**src/rtl/spc_node_ctrl_pkg.sv**
```systemverilog
// Shared widths, LLR bus type, FSM encoding and chunk-index helpers for the SPC node sequencer.
package spc_node_ctrl_pkg;

   localparam int LLR_INTERNAL_LEN     = 6;
   localparam int PROCESS_UNIT_LLR_NUM = 16;
   localparam int LLR_BUS_W            = LLR_INTERNAL_LEN * PROCESS_UNIT_LLR_NUM;
   localparam int MAX_CHUNKS_DEF       = 8;
   localparam int GIDX_W               = 7;

   typedef logic [LLR_BUS_W-1:0]        llr_bus_t;
   typedef logic [LLR_INTERNAL_LEN-1:0] llr_mag_t;

   typedef enum logic [2:0] {
      ST_IDLE  = 3'd0,
      ST_READ  = 3'd1,
      ST_DRAIN = 3'd2,
      ST_FIX   = 3'd3,
      ST_OUT   = 3'd4,
      ST_DONE  = 3'd5
   } state_t;

   function automatic int chunk_idx_w(input int max_chunks);
      return (max_chunks > 1) ? $clog2(max_chunks) : 1;
   endfunction

   localparam int CHUNK_W_DEF = chunk_idx_w(MAX_CHUNKS_DEF);

endpackage

```
**src/rtl/spc_node_ctrl_if.sv**
```systemverilog
// LLR memory read port plus corrected-bit ready/valid port of the SPC node sequencer.
interface spc_node_ctrl_if #(
   parameter int ADDR_W  = 8,
   parameter int CHUNK_W = 3
) ();
   import spc_node_ctrl_pkg::*;

   logic               llr_rd_en;
   logic [ADDR_W-1:0]  llr_rd_addr;
   llr_bus_t           llr_rd_data;
   logic               bit_vld;
   logic               bit_rdy;
   logic [15:0]        bit_data;
   logic [CHUNK_W-1:0] bit_chunk;

   modport master (
      output llr_rd_en, llr_rd_addr, bit_vld, bit_data, bit_chunk,
      input  llr_rd_data, bit_rdy
   );

   modport slave (
      input  llr_rd_en, llr_rd_addr, bit_vld, bit_data, bit_chunk,
      output llr_rd_data, bit_rdy
   );

endinterface

```
**src/rtl/spc_chunk_min16.sv**
```systemverilog
// Combinational 16-lane |LLR|, hard decision, chunk parity and min-|LLR| tree (lower lane wins ties).
module spc_chunk_min16
   import spc_node_ctrl_pkg::*;
(
   input  llr_bus_t    llr,
   input  logic [15:0] lane_en,
   output logic [15:0] hard,
   output logic        par,
   output llr_mag_t    min_mag,
   output logic [3:0]  min_lane
);

   llr_mag_t   mag [16];
   llr_mag_t   m1 [8];
   llr_mag_t   m2 [4];
   llr_mag_t   m3 [2];
   logic [3:0] i1 [8];
   logic [3:0] i2 [4];
   logic [3:0] i3 [2];

   always_comb begin
      llr_mag_t lane;
      hard     = '0;
      min_mag  = '1;
      min_lane = '0;
      for (int k = 0; k < 16; k++) begin
         lane    = llr[LLR_INTERNAL_LEN*k +: LLR_INTERNAL_LEN];
         hard[k] = lane_en[k] & lane[LLR_INTERNAL_LEN-1];
         // Disabled lanes read as the largest magnitude so they never win the min.
         if (!lane_en[k])
            mag[k] = '1;
         else if (lane[LLR_INTERNAL_LEN-1])
            mag[k] = ~lane + llr_mag_t'(1);
         else
            mag[k] = lane;
      end
      par = ^hard;

      // Right operand replaces left only when strictly smaller.
      for (int i = 0; i < 8; i++) begin
         m1[i] = (mag[2*i+1] < mag[2*i]) ? mag[2*i+1] : mag[2*i];
         i1[i] = (mag[2*i+1] < mag[2*i]) ? 4'(2*i+1) : 4'(2*i);
      end
      for (int i = 0; i < 4; i++) begin
         m2[i] = (m1[2*i+1] < m1[2*i]) ? m1[2*i+1] : m1[2*i];
         i2[i] = (m1[2*i+1] < m1[2*i]) ? i1[2*i+1] : i1[2*i];
      end
      for (int i = 0; i < 2; i++) begin
         m3[i] = (m2[2*i+1] < m2[2*i]) ? m2[2*i+1] : m2[2*i];
         i3[i] = (m2[2*i+1] < m2[2*i]) ? i2[2*i+1] : i2[2*i];
      end
      min_mag  = (m3[1] < m3[0]) ? m3[1] : m3[0];
      min_lane = (m3[1] < m3[0]) ? i3[1] : i3[0];
   end

endmodule

```
**src/rtl/spc_node_ctrl.sv**
```systemverilog
// SPC node sequencer: reads C chunks, flips min-|LLR| bit on odd parity, emits chunks; done at 2C+3 cycles
// after start with bit_rdy high, stalls in OUT while bit_rdy=0. SPC_CTRL_PIPE_EN adds one compare-stage cycle.
module spc_node_ctrl
   import spc_node_ctrl_pkg::*;
#(
   parameter int MAX_CHUNKS = 8,
   parameter int ADDR_W     = 8,
   parameter int RD_LAT     = 1,
   localparam int CHUNK_W   = chunk_idx_w(MAX_CHUNKS)
) (
   input  logic              clk,
   input  logic              rst,
   input  logic              start,
   input  logic [2:0]        node_len_log,
   input  logic [ADDR_W-1:0] base_addr,
   output logic              busy,
   output logic              done,
   output logic              parity_err,
   output logic [GIDX_W-1:0] min_idx,
   spc_node_ctrl_if.master   io
);

   state_t             state, state_nxt;
   logic [2:0]         len_eff;
   logic [CHUNK_W-1:0] last_nxt, last_q, rd_cnt, out_cnt;
   logic               half_q;
   logic [ADDR_W-1:0]  base_q;
   logic               rd_en, bit_vld;

   logic               parity_acc;
   llr_mag_t           min_mag_acc;
   logic [GIDX_W-1:0]  min_idx_acc;
   logic [15:0]        bit_buf [MAX_CHUNKS];

   logic [RD_LAT-1:0]  tag_vld;
   logic [CHUNK_W-1:0] tag_chunk [RD_LAT];
   logic               acc_vld;
   logic [CHUNK_W-1:0] acc_chunk;
   llr_bus_t           acc_dat;

   logic [15:0]        lane_en, cm_hard;
   logic               cm_par;
   llr_mag_t           cm_mag;
   logic [3:0]         cm_lane;
   logic [CHUNK_W-1:0] fix_chunk;
   logic [3:0]         fix_lane;

   always_comb begin
      len_eff = node_len_log;
      if (node_len_log < 3'd3 || 32'(node_len_log) > 4 + CHUNK_W)
         len_eff = 3'd4;
      last_nxt = '0;
      if (len_eff > 3'd4)
         last_nxt = CHUNK_W'((32'd1 << (len_eff - 3'd4)) - 32'd1);
   end

`ifdef SPC_CTRL_PIPE_EN
   logic               stg_vld;
   logic [CHUNK_W-1:0] stg_chunk;
   llr_bus_t           stg_dat;

   always_ff @(posedge clk) begin
      if (rst) begin
         stg_vld   <= 1'b0;
         stg_chunk <= '0;
         stg_dat   <= '0;
      end else begin
         stg_vld   <= tag_vld[RD_LAT-1];
         stg_chunk <= tag_chunk[RD_LAT-1];
         stg_dat   <= io.llr_rd_data;
      end
   end

   assign acc_vld   = stg_vld;
   assign acc_chunk = stg_chunk;
   assign acc_dat   = stg_dat;
`else
   assign acc_vld   = tag_vld[RD_LAT-1];
   assign acc_chunk = tag_chunk[RD_LAT-1];
   assign acc_dat   = io.llr_rd_data;
`endif

   assign lane_en   = half_q ? 16'h00FF : 16'hFFFF;
   assign fix_chunk = min_idx_acc[4 +: CHUNK_W];
   assign fix_lane  = min_idx_acc[3:0];

   spc_chunk_min16 u_min16 (
      .llr      (acc_dat),
      .lane_en  (lane_en),
      .hard     (cm_hard),
      .par      (cm_par),
      .min_mag  (cm_mag),
      .min_lane (cm_lane)
   );

   always_comb begin
      state_nxt = state;
      busy      = (state != ST_IDLE);
      done      = (state == ST_DONE);
      rd_en     = (state == ST_READ);
      bit_vld   = (state == ST_OUT);
      case (state)
         ST_IDLE:  if (start) state_nxt = ST_READ;
         ST_READ:  if (rd_cnt == last_q) state_nxt = ST_DRAIN;
         // Leave once the final chunk is being folded into the accumulators.
         ST_DRAIN: if (acc_vld && acc_chunk == last_q) state_nxt = ST_FIX;
         ST_FIX:   state_nxt = ST_OUT;
         ST_OUT:   if (io.bit_rdy && out_cnt == last_q) state_nxt = ST_DONE;
         ST_DONE:  state_nxt = ST_IDLE;
         default:  state_nxt = ST_IDLE;
      endcase
   end

   assign io.llr_rd_en   = rd_en;
   assign io.llr_rd_addr = rd_en ? base_q + ADDR_W'(rd_cnt) : '0;
   assign io.bit_vld     = bit_vld;
   assign io.bit_data    = bit_vld ? bit_buf[out_cnt] : '0;
   assign io.bit_chunk   = out_cnt;

   always_ff @(posedge clk) begin
      if (rst) begin
         state       <= ST_IDLE;
         last_q      <= '0;
         half_q      <= 1'b0;
         base_q      <= '0;
         rd_cnt      <= '0;
         out_cnt     <= '0;
         parity_acc  <= 1'b0;
         min_mag_acc <= '1;
         min_idx_acc <= '0;
         parity_err  <= 1'b0;
         min_idx     <= '0;
         tag_vld     <= '0;
         for (int i = 0; i < RD_LAT; i++) tag_chunk[i] <= '0;
         for (int i = 0; i < MAX_CHUNKS; i++) bit_buf[i] <= '0;
      end else begin
         state        <= state_nxt;
         tag_vld[0]   <= rd_en;
         tag_chunk[0] <= rd_cnt;
         for (int i = 1; i < RD_LAT; i++) begin
            tag_vld[i]   <= tag_vld[i-1];
            tag_chunk[i] <= tag_chunk[i-1];
         end

         case (state)
            ST_IDLE: if (start) begin
               last_q      <= last_nxt;
               half_q      <= (len_eff == 3'd3);
               base_q      <= base_addr;
               rd_cnt      <= '0;
               out_cnt     <= '0;
               parity_acc  <= 1'b0;
               min_mag_acc <= '1;
               min_idx_acc <= '0;
               parity_err  <= 1'b0;
               min_idx     <= '0;
            end
            ST_READ: rd_cnt <= rd_cnt + CHUNK_W'(1);
            ST_FIX: begin
               if (parity_acc)
                  bit_buf[fix_chunk][fix_lane] <= ~bit_buf[fix_chunk][fix_lane];
               parity_err <= parity_acc;
               min_idx    <= min_idx_acc;
            end
            ST_OUT: if (io.bit_rdy)
               out_cnt <= (out_cnt == last_q) ? '0 : out_cnt + CHUNK_W'(1);
            default: ;
         endcase

         // Chunks arrive in ascending order, so strict less-than keeps the lowest global index on ties.
         if (acc_vld) begin
            bit_buf[acc_chunk] <= cm_hard;
            parity_acc         <= parity_acc ^ cm_par;
            if (cm_mag < min_mag_acc) begin
               min_mag_acc <= cm_mag;
               min_idx_acc <= GIDX_W'({acc_chunk, cm_lane});
            end
         end
      end
   end

endmodule

```
**src/flat_wrapper.sv**
```systemverilog
// flat-port wrapper written by rule: the top's interface ports become plain ports
module spc_node_ctrl_flat import spc_node_ctrl_pkg::*;
#(
   parameter int MAX_CHUNKS = 8,
   parameter int ADDR_W     = 8,
   parameter int RD_LAT     = 1,
   localparam int CHUNK_W   = chunk_idx_w(MAX_CHUNKS)
)
  (clk, rst, start, node_len_log, base_addr, busy, done, parity_err, min_idx, io_llr_rd_en, io_llr_rd_addr, io_bit_vld, io_bit_data, io_bit_chunk, io_llr_rd_data, io_bit_rdy);
  spc_node_ctrl_if #(.ADDR_W(ADDR_W), .CHUNK_W(3)) io_i ();
  input  logic clk;
  input  logic rst;
  input  logic start;
  input  logic [2:0] node_len_log;
  input  logic [ADDR_W-1:0] base_addr;
  output logic busy;
  output logic done;
  output logic parity_err;
  output logic [GIDX_W-1:0] min_idx;
  output wire logic [$bits(io_i.llr_rd_en)-1:0] io_llr_rd_en;
  output wire logic [$bits(io_i.llr_rd_addr)-1:0] io_llr_rd_addr;
  output wire logic [$bits(io_i.bit_vld)-1:0] io_bit_vld;
  output wire logic [$bits(io_i.bit_data)-1:0] io_bit_data;
  output wire logic [$bits(io_i.bit_chunk)-1:0] io_bit_chunk;
  input wire logic [$bits(io_i.llr_rd_data)-1:0] io_llr_rd_data;
  input wire logic [$bits(io_i.bit_rdy)-1:0] io_bit_rdy;
  assign io_llr_rd_en = io_i.llr_rd_en;
  assign io_llr_rd_addr = io_i.llr_rd_addr;
  assign io_bit_vld = io_i.bit_vld;
  assign io_bit_data = io_i.bit_data;
  assign io_bit_chunk = io_i.bit_chunk;
  assign io_i.llr_rd_data = io_llr_rd_data;
  assign io_i.bit_rdy = io_bit_rdy;
  spc_node_ctrl #(.MAX_CHUNKS(MAX_CHUNKS), .ADDR_W(ADDR_W), .RD_LAT(RD_LAT)) u_core (.clk(clk), .rst(rst), .start(start), .node_len_log(node_len_log), .base_addr(base_addr), .busy(busy), .done(done), .parity_err(parity_err), .min_idx(min_idx), .io(io_i));
endmodule
```
**config.mk**
```make
export PLATFORM = sky130hd
export DESIGN_NAME = spc_node_ctrl_flat
export DESIGN_NICKNAME = d
export VERILOG_FILES = /design/src/rtl/spc_node_ctrl_pkg.sv /design/src/rtl/spc_node_ctrl_if.sv /design/src/rtl/spc_chunk_min16.sv /design/src/rtl/spc_node_ctrl.sv /design/src/flat_wrapper.sv
export SDC_FILE = /design/constraint.sdc
export NUM_CORES = 1
export LEC_CHECK = 0
export BUFFER_PORTS_ARGS = -buffer_cell sky130_fd_sc_hd__buf_4
export CAP_MARGIN = 20
export CELL_PAD_IN_SITES_DETAIL_PLACEMENT = 1
export CELL_PAD_IN_SITES_GLOBAL_PLACEMENT = 2
export CORE_MARGIN = 2
export CORE_UTILIZATION = 40
export CTS_CLUSTER_DIAMETER = 50
export CTS_CLUSTER_SIZE = 8
export DETAILED_ROUTE_END_ITERATION = 10
export PLACE_DENSITY_LB_ADDON = 0.25
export SLEW_MARGIN = 0
export SYNTH_ARGS = -nofsm -noshare
export SYNTH_HDL_FRONTEND = slang
export SYNTH_SLANG_ARGS = --single-unit
```
**constraint.sdc**
```tcl
create_clock -name clk -period 18.3 [get_ports clk]
set_input_delay 3.66 -clock clk [delete_from_list [all_inputs] [get_ports clk]]
set_output_delay 3.66 -clock clk [all_outputs]
set_load 0.01 [all_outputs]
```
# Yosys cells after proc, flatten, opt, wreduce, memory -nomap -nowiden

Memories as Yosys holds them, arrays and structs flattened. A register that Yosys moved wholly into a read port is not among the register bits.
Cells that the tools add are included.

Add/sub/neg operators: 21
Multipliers: 0
Div/mod/pow operators: 0
Magnitude comparators: 20
Equal/unequal tests: 14
Shift operators: 1
Muxes and demuxes: 116
Bitwise operators: 34
Reductions and logical operators: 20

Operators by type and width:

| operator            | count |
|---|---|
| $mux 6              | 51 |
| $add 6x1->6 const B | 16 |
| $lt 6x6->1          | 16 |
| $mux 16             | 6 |
| $not 6->6           | 16 |
| $mux 3              | 17 |
| $mux 7              | 5 |
| $reduce_or 16->1    | 2 |
| $mux 1              | 24 |
| $and 1x1->1         | 16 |
| $reduce_xor 16->1   | 1 |
| $pmux 3 s5          | 1 |
| $pmux 7 s2          | 1 |
| $pmux 3 s2          | 2 |
| $reduce_bool 2->1   | 5 |
| $eq 3x2->1 const B  | 3 |
| $eq 3x3->1          | 3 |
| $add 8x3->8         | 1 |
| $mux 2              | 4 |
| $mux 8              | 1 |
| $ne 2x2->1 const B  | 4 |
| $reduce_and 2->1    | 4 |
| $add 3x1->3 const B | 2 |
| $eq 3x3->1 const B  | 2 |
| other kinds (21)    | 23 |

Register bits after elaboration: 44
Latch bits: 0
Bits in writable memories: 131
ROM bits: 0
Input port bits: 111
Output and inout bits: 39
Logic and storage cells: 240
Memories kept: 2

Memory list:

| name             | words | bits a word | read ports | clocked after memory_dff | wr ports | RTL line            | RTL |
|---|---|---|---|---|---|---|---|
| u_core.bit_buf   | 8     | 16          | 2          | 2                        | 8        | spc_node_ctrl.sv:33 | `logic [15:0] bit_buf [MAX_CHUNKS];` |
| u_core.tag_chunk | 1     | 3           | 1          | 0                        | 1        | spc_node_ctrl.sv:36 | `logic [CHUNK_W-1:0] tag_chunk [RD_LAT];` |

# Longest topological paths before layout

Gate-level depths: netlist of run 1.

Depth after elaboration: 16
Depth in mapped cells: 50
Depth with buffers taken out: 46

# Modules after synthesis

A second synthesis of run 1 with hierarchy kept.

Cell total of the unflattened synthesis: 1,955
Area, all modules: 16,662.2 µm²

Modules (own cells, without submodules):

| module          | instances | cells each | area each (µm²) | seq. area each (µm²) |
|---|---|---|---|---|
| spc_node_ctrl   | 1         | 1,164      | 11,178.2        | 4,844.6 |
| spc_chunk_min16 | 1         | 791        | 5,484.0         | 0.0 |

# Worst setup path after synthesis of run 1

No wires, ideal clock.

Kind: in2reg
Start point: in io_llr_rd_data[72]
End point: reg u_core.min_mag_acc[1]
Library setup time: 122 ps
Arrival time: 12,345 ps
Data required time: 18,178 ps
Slack: 5,834 ps
Stages on the path: 46
Buffers on the path: 4
Cells stage by stage: inv_1 > ha_1 > or3_1 > and3_1 > ha_1 > o21ai_0 > o21bai_1 > a21o_1 > maj3_1 > a21o_1 > clkbuf_1 > a21o_1 > ha_1 > a21o_1 > a21oi_1 > nor2_1 > a211oi_1 > o21ai_1 > [... 10 more ...] > inv_1 > ha_1 > nor2b_1 > o21ai_0 > or2b_1 > or4_1 > or3b_1 > buf_6 > mux2i_1 > ha_1 > a21o_1 > nand2_1 > nand3b_1 > nor4b_1 > o31a_1 > nor2_1 > buf_2 > o32a_1

Word-level cells in the longest chain between the ends: 15

Ends and longest elaborated chain:

| item                 | RTL line              | RTL |
|---|---|---|
| from (decl)          | flat_wrapper.sv:25    | `input wire logic [$bits(io_i.llr_rd_data)-1:0] io_llr_rd_data;` |
| $not 6->6            | spc_chunk_min16.sv:33 | `mag[k] = ~lane + llr_mag_t'(1);` |
| $add 6x1->6          | spc_chunk_min16.sv:33 |  |
| $mux 6 *             | spc_chunk_min16.sv:32 | `else if (lane[LLR_INTERNAL_LEN-1])` |
| $mux 6 *             | spc_chunk_min16.sv:30 | `if (!lane_en[k])` |
| $lt 6x6->1           | spc_chunk_min16.sv:41 | `m1[i] = (mag[2*i+1] < mag[2*i]) ? mag[2*i+1] : mag[2*i];` |
| $mux 6 *             | spc_chunk_min16.sv:41 |  |
| $lt 6x6->1           | spc_chunk_min16.sv:45 | `m2[i] = (m1[2*i+1] < m1[2*i]) ? m1[2*i+1] : m1[2*i];` |
| $mux 6 *             | spc_chunk_min16.sv:45 |  |
| $lt 6x6->1           | spc_chunk_min16.sv:49 | `m3[i] = (m2[2*i+1] < m2[2*i]) ? m2[2*i+1] : m2[2*i];` |
| $mux 6 *             | spc_chunk_min16.sv:49 |  |
| $lt 6x6->1           | spc_chunk_min16.sv:52 | `min_mag = (m3[1] < m3[0]) ? m3[1] : m3[0];` |
| $mux 6 *             | spc_chunk_min16.sv:52 |  |
| $lt 6x6->1           | spc_node_ctrl.sv:174  | `if (cm_mag < min_mag_acc) begin` |
| $mux 6 *             | spc_node_ctrl.sv:174  |  |
| $mux 6 *             | spc_node_ctrl.sv:171  | `if (acc_vld) begin` |
| to (signal assigned) | spc_node_ctrl.sv:175  | `min_mag_acc <= cm_mag;` |
| to (decl)            | spc_node_ctrl.sv:31   | `llr_mag_t min_mag_acc;` |

Mark *: on every way between the ends. The rest lies on a longest branch, timed or not.
A chain may end at the register's enable or synchronous reset.

# Worst setup path in the final report of run 1

Start point: in io_llr_rd_data[67]
End point: reg u_core.min_mag_acc[5]

The elaborated chain is that of the path after synthesis.

==> results of run 1 <==
==> flip-flops by register name, indices dropped and copies added (netlist names), 6 cells and up, named ones only <==
name,count
u_core.min_idx,7
u_core.min_idx_acc,7
u_core.bit_buf,128
u_core.min_mag_acc,6
u_core.base_q,8
==> power breakdown <==
part,switching (mW),internal [mW]
clock network,0.173,0.206
logic,0.585,0.424
registers,0.0268,0.456
total,0.785,1.09
==> cell usage in the layout, fill, tap and decap left out, types with 23 or more instances in the layout <==
cell type,Yosys,layout
a21oi_1,58,58
a22oi_1,58,58
buf_4,5,173
dfxtp_1,50,49
edfxtp_1,128,128
ha_1,97,97
inv_1,96,96
mux2i_1,58,58
mux4_2,33,33
nand2_1,200,200
nand2b_1,24,24
nand3_1,28,28
nand4_1,23,23
nor2_1,127,122
nor2b_1,24,24
nor3_1,33,29
o21a_1,24,24
o21ai_0,228,228
o22ai_1,65,65
xnor2_1,45,45
xor2_1,28,28
==> layout make-up <==
type	count	area (um^2)
multi-input cells	1388	9560
flip-flops and latches	178	4850
clock buffers	20	478
well taps	511	639
inverters	97	364
clock inverters	12	119
fillers	4477	20300
repair buffers	174	1300
==> cell usage after synthesis, drive strengths merged (23+ instances only) <==
library cell,count,area share
a22oi,58,0.029
clkbuf,104,0.026
xnor2,45,0.026
o21a,24,0.012
inv,96,0.024
xor2,28,0.016
o22ai,65,0.027
nand4,23,0.0094
o21ai,231,0.076
edfxtp,128,0.25
nand2b,24,0.0099
dfxtp,50,0.066
mux2i,58,0.038
nand2,200,0.049
ha,97,0.080
nand3,28,0.0092
nor2,127,0.031
nor2b,24,0.0099
a21oi,58,0.019
nor3,33,0.011
mux4,33,0.049
==> metrics by stage <==
step / worst slack (ns) / hold slack (ns)
final: 4.86 / 0.469
after global routing: 3.75 / 0.496
after CTS: 4.78 / 0.471
after detailed placement: 4.31 / 0.460
after global placement: 4.74 / 0.453
after floorplan: 5.83 / 0.441
==> worst reg2reg max path, delay by kind of cell, from the launching register on <==
kind,cells,cell delay [ns]
simple gates,12,2.71
mux,3,0.97
flops,1,0.31
compound gates,17,4.24
buf+inv,6,1.14
fa+ha+maj,5,1.39
==> layer usage <==
| metal | vias up | wire (um) |
|---|---|---|
| met5 | - | 0 |
| met2 | 498 | 28700 |
| met3 | 118 | 3070 |
| li1 | 6778 | - |
| met1 | 7319 | 22900 |
| met4 | 0 | 1810 |
==> kinds of logic after synthesis <==
| logic type | share of synthesized area |
|---|---|
| compound gates | 0.240 |
| buf+inv | 0.0577 |
| simple gates | 0.164 |
| mux | 0.0960 |
| xor+xnor | 0.0420 |
| flops | 0.318 |
| fa+ha+maj | 0.0817 |
==> final timing paths <==
kind,start,to,slack [ns]
min reg2reg,u_core.base_q[0],u_core.base_q[0],0.47
max,io_llr_rd_data[67],u_core.min_mag_acc[5],4.86
max reg2reg,u_core.half_q,u_core.min_mag_acc[5],7.47
min,u_core.base_q[0],u_core.base_q[0],0.47
==> out/metrics.csv, run 1 <==
metric,value,unit
syn nets,1995,
RSZ-0062 raised after global routing,false,
Fin Clk Skew,0.0143,ns
Area Overhead vs Synth,13.7,%
CTS hold repair buffers,0,
Peak VDD IR,83.5,uV
share of layout cells above drive strength 1,0.150,
post-synth cell types,85,
cell area after placement,0.0167,mm^2
Tmin final,13.44,ns
Setup-failing EPs final,0,
GRT busiest layer,met2,
number of buffers created by CTS,17,
DP Cell Count,2347,
GPL Wtd Cong,0.851,
Post-Synthesis Cells,1786,
hold depth,2,
Max Cap Viol,0,
Setup TNS,0,ns
antenna diode count,0,
drt wl/cell,23.8,um
critical path's slowest cell,a211oi_2,
GRT Total Usage,0.285,
Root Driver,clkbuf_16,
H-tree depth,4,
data required time of the worst path,18.65,ns
Initial Util,0.405,
row count,71,
Hold Path Class,reg2reg,
core outline area,0.0376,mm^2
First-pass DRT Iterations,5,
YS warnings,0,
Non-Filler Instances,2380,
Die Area,0.0397,mm^2
initial antenna violation count,0,
post-layout util,0.461,
run status,"complete, no violations",
clock tree from TritonCTS,built,
first-pass GRT wire length,85700,um
DR vias/cell,6.18,
Most common cell on crit path,ha_1,
chip width,199,um
GR Layer Usage met2,0.515,
largest fanout on the critical path,13,
crit end category,flop,
CTS-repair resized insts,0,
met3 Usage GRT,0.0375,
Post-DP HPWL,40400,um
DRT antenna net count,0,
Mapped Area,0.0152,mm^2
sequential fraction of the synthesis area,0.318,
fin crit share,0.734,
IO buf count,149,
Worst slew margin,0.232,
Avg Inst Size Synth,8.53,um^2
Post-CTS Setup Repair Bufs,0,
Yosys reg bits,178,
Finished Cell Area,0.0173,mm^2
vias,14700,
nets@finish,2065,
"Largest delay share family, worst path",simple AND/OR/NAND/NOR gates,
final wirelength,56500,um
largest net degree at the start of global routing,56,
initial DRC count,1064,
"Largest stage delay, worst path",0.53,ns
IO Pins,150,
Fin. Hold Viols,0,
GR Util met1,0.344,
top_reg_cell synth,edfxtp_1,
worst skew pair latency,0.46,ns
worst path buffer plus inverter count,4,
pwr dens,108,mW/mm^2
Die H,199,um
clock slew at reported path FFs,0.08,ns
Setup Crit Path Kind,in2reg,
CP arrival,13.79,ns
number of remaining DRC errors,0,
fmax,74.4,MHz
number of global-route vias before repair,14900,
"EDFF count, synth",128,
leakage,6.88,nW
Worst Tran Pin Value,1.15,ns
Tot Pwr,1.87,mW
Slew Limit Fails,0,
number of cells on the critical path,42,
ys async rst share,0,
total congestion overflow,0,
CTS sink cnt,178,
Clock Tree Buf Depth,2,
r2r worst-path depth,43,
CP Launch Type,input port,
Note: power is estimated with default switching activity, not from simulation.
==> run 2: changes to the inputs <==
--- a/config.mk
+++ b/config.mk
@@ -10,7 +10,7 @@
 export CELL_PAD_IN_SITES_DETAIL_PLACEMENT = 1
 export CELL_PAD_IN_SITES_GLOBAL_PLACEMENT = 2
 export CORE_MARGIN = 2
-export CORE_UTILIZATION = 40
+export CORE_UTILIZATION = 37
 export CTS_CLUSTER_DIAMETER = 50
 export CTS_CLUSTER_SIZE = 8
 export DETAILED_ROUTE_END_ITERATION = 10
==> constraint.sdc (replaced) <==
create_clock -name clk -period 13.8 [get_ports clk]
set_input_delay 2.76 -clock clk [delete_from_list [all_inputs] [get_ports clk]]
set_output_delay 2.76 -clock clk [all_outputs]
set_load 0.01 [all_outputs]
==> out/metrics.csv, run 2 (synthesis gave the netlist of run 1 again) <==
metric,value,unit,change
"Largest stage delay, worst path",0.57,ns,+0.04 ns
GRT busiest layer,met2,,
CTS hold repair buffers,0,,unchanged
GR Util met1,0.329,,-0.0147
Fin Clk Skew,0.0175,ns,+0.00316 ns
chip width,207,um,+3.9%
Area Overhead vs Synth,14.0,%,
leakage,6.89,nW,about the same
final wirelength,57900,um,+2.4%
First-pass DRT Iterations,5,,unchanged
Slew Limit Fails,0,,unchanged
RSZ-0062 raised after global routing,false,,
IO Pins,150,,unchanged
"commonest cells after routing, fill and taps aside","o21ai_0 (228), nand2_1 (200), buf_4 (175), edfxtp_1 (128), nor2_1 (122)",,
Post-DP HPWL,41200,um,+2.0%
largest fanout on the critical path,13,,unchanged
clock tree from TritonCTS,built,,
Worst Tran Pin Value,1.23,ns,+0.0795 ns
data required time of the worst path,14.15,ns,-4.50 ns
Worst slew margin,0.179,,-0.0531
number of buffers created by CTS,17,,unchanged
Finished Cell Area,0.0174,mm^2,+0.31%
top flop regs,"u_core.bit_buf: 128 flops, u_core.base_q: 8 flops",,
GR Layer Usage met2,0.477,,-0.0384
largest net degree at the start of global routing,56,,unchanged
antenna diode count,0,,unchanged
number of remaining DRC errors,0,,unchanged
Die H,207,um,+3.9%
Fin. Hold Viols,0,,unchanged
Hold Path Class,reg2reg,,
Tmin final,12.54,ns,
IO buf count,149,,unchanged
worst path buffer plus inverter count,4,,unchanged
Max Cap Viol,0,,unchanged
Clock Tree Buf Depth,2,,unchanged
Setup Crit Path Kind,in2reg,,
core outline area,0.0407,mm^2,+8.4%
first-pass GRT wire length,87000,um,+1.6%
cell area after placement,0.0168,mm^2,+0.31%
run status,"complete, no violations",,
"Largest delay share family, worst path",simple AND/OR/NAND/NOR gates,,
initial DRC count,1142,,+7.3%
DR vias/cell,6.12,,-0.99%
clock slew at reported path FFs,0.07,ns,about the same
fmax,79.7,MHz,
Post-CTS Setup Repair Bufs,0,,unchanged
number of global-route vias before repair,15100,,+0.79%
share of layout cells above drive strength 1,0.149,,-0.000615
CTS sink cnt,178,,unchanged
"leading cell type in the layout, fill and taps excluded",o21ai_0,,
Setup TNS,0,ns,unchanged
Initial Util,0.374,,-0.0315
Peak VDD IR,94.0,uV,+13%
drt wl/cell,24.1,um,+1.5%
max FFs per register,128,,unchanged
fin crit share,0.909,,
row count,74,,+4.2%
total congestion overflow,0,,unchanged
nets@finish,2066,,+0.048%
Root Driver,clkbuf_16,,
Die Area,0.0428,mm^2,+7.9%
vias,14700,,-0.075%
CP Launch Type,input port,,
pwr dens,143,mW/mm^2,+32%
crit end category,flop,,
Setup-failing EPs final,0,,unchanged
critical path's slowest cell,a211oi_2,,
DRT antenna net count,0,,unchanged
Largest Register,u_core.bit_buf,,
met3 Usage GRT,0.0334,,-0.00403
H-tree depth,4,,unchanged
GRT Total Usage,0.269,,-0.0156
CTS-repair resized insts,0,,unchanged
fillcell total,4853,,+8.4%
GPL Wtd Cong,0.859,,+0.99%
Most common cell on crit path,ha_1,,
initial antenna violation count,0,,unchanged
worst skew pair latency,0.46,ns,about the same
CP arrival,12.90,ns,-0.89 ns
## run 2: worst paths after layout
check / cells past startpoint / end / slack [ns] / startpoint
setup / recovery: 42 / u_core.min_idx_acc[1] / 1.26 / io_llr_rd_data[67]
hold / removal: 2 / u_core.base_q[0] / 0.47 / u_core.base_q[0]
setup reg to reg: 44 / u_core.min_idx_acc[1] / 3.05 / u_core.half_q
hold reg to reg: 2 / u_core.base_q[0] / 0.47 / u_core.base_q[0]
## run 2: layout make-up
| class | count | area, um^2 | area share |
|---|---|---|---|
| clock inverters | 7 | 52.6 | 0.00303 |
| well taps | 532 | 666 | 0.0383 |
| inverters | 97 | 364 | 0.0210 |
| multi-input cells | 1388 | 9570 | 0.551 |
| clock buffers | 25 | 551 | 0.0317 |
| flip-flops and latches | 178 | 4850 | 0.279 |
| repair buffers | 175 | 1310 | 0.0756 |
## run 2: power by group
group,leakage (nW),internal [mW],switching (mW)
Sequential,1.73,0.604,0.0286
Combinational,4.86,0.563,0.778
Clock,0.300,0.281,0.224
Total,6.89,1.45,1.03
## run 2: per-layer routing
layer	wire length [um]	vias up
li1	-	6778
met1	23100	7198
met2	29000	586
met3	3680	140
met4	2130	0
met5	0	-
## run 2: worst register-to-register path, delay by kind of cell (launching register included)
kind                     cells  cell delay (ns)
flip-flops                   1             0.30
AO/OA/AOI/OAI               17             4.34
buffers and inverters        7             1.00
multiplexers                 3             0.87
AND/OR/NAND/NOR             12             2.80
adder cells (fa/ha/maj)      5             1.34
## run 2: per-stage QoR
step                cells   util  power, mW  hold slack, ns  setup slack [ns]
global placement     2370  0.411       1.95           0.452              1.04
CTS                  2402  0.426       2.49           0.467              1.19
floorplan            1786      -       1.66           0.441              2.23
detailed placement   2370  0.411       1.99           0.459             0.743
finish               2402  0.426       2.48           0.468              1.26
global route         2402  0.426       2.66           0.504             0.186
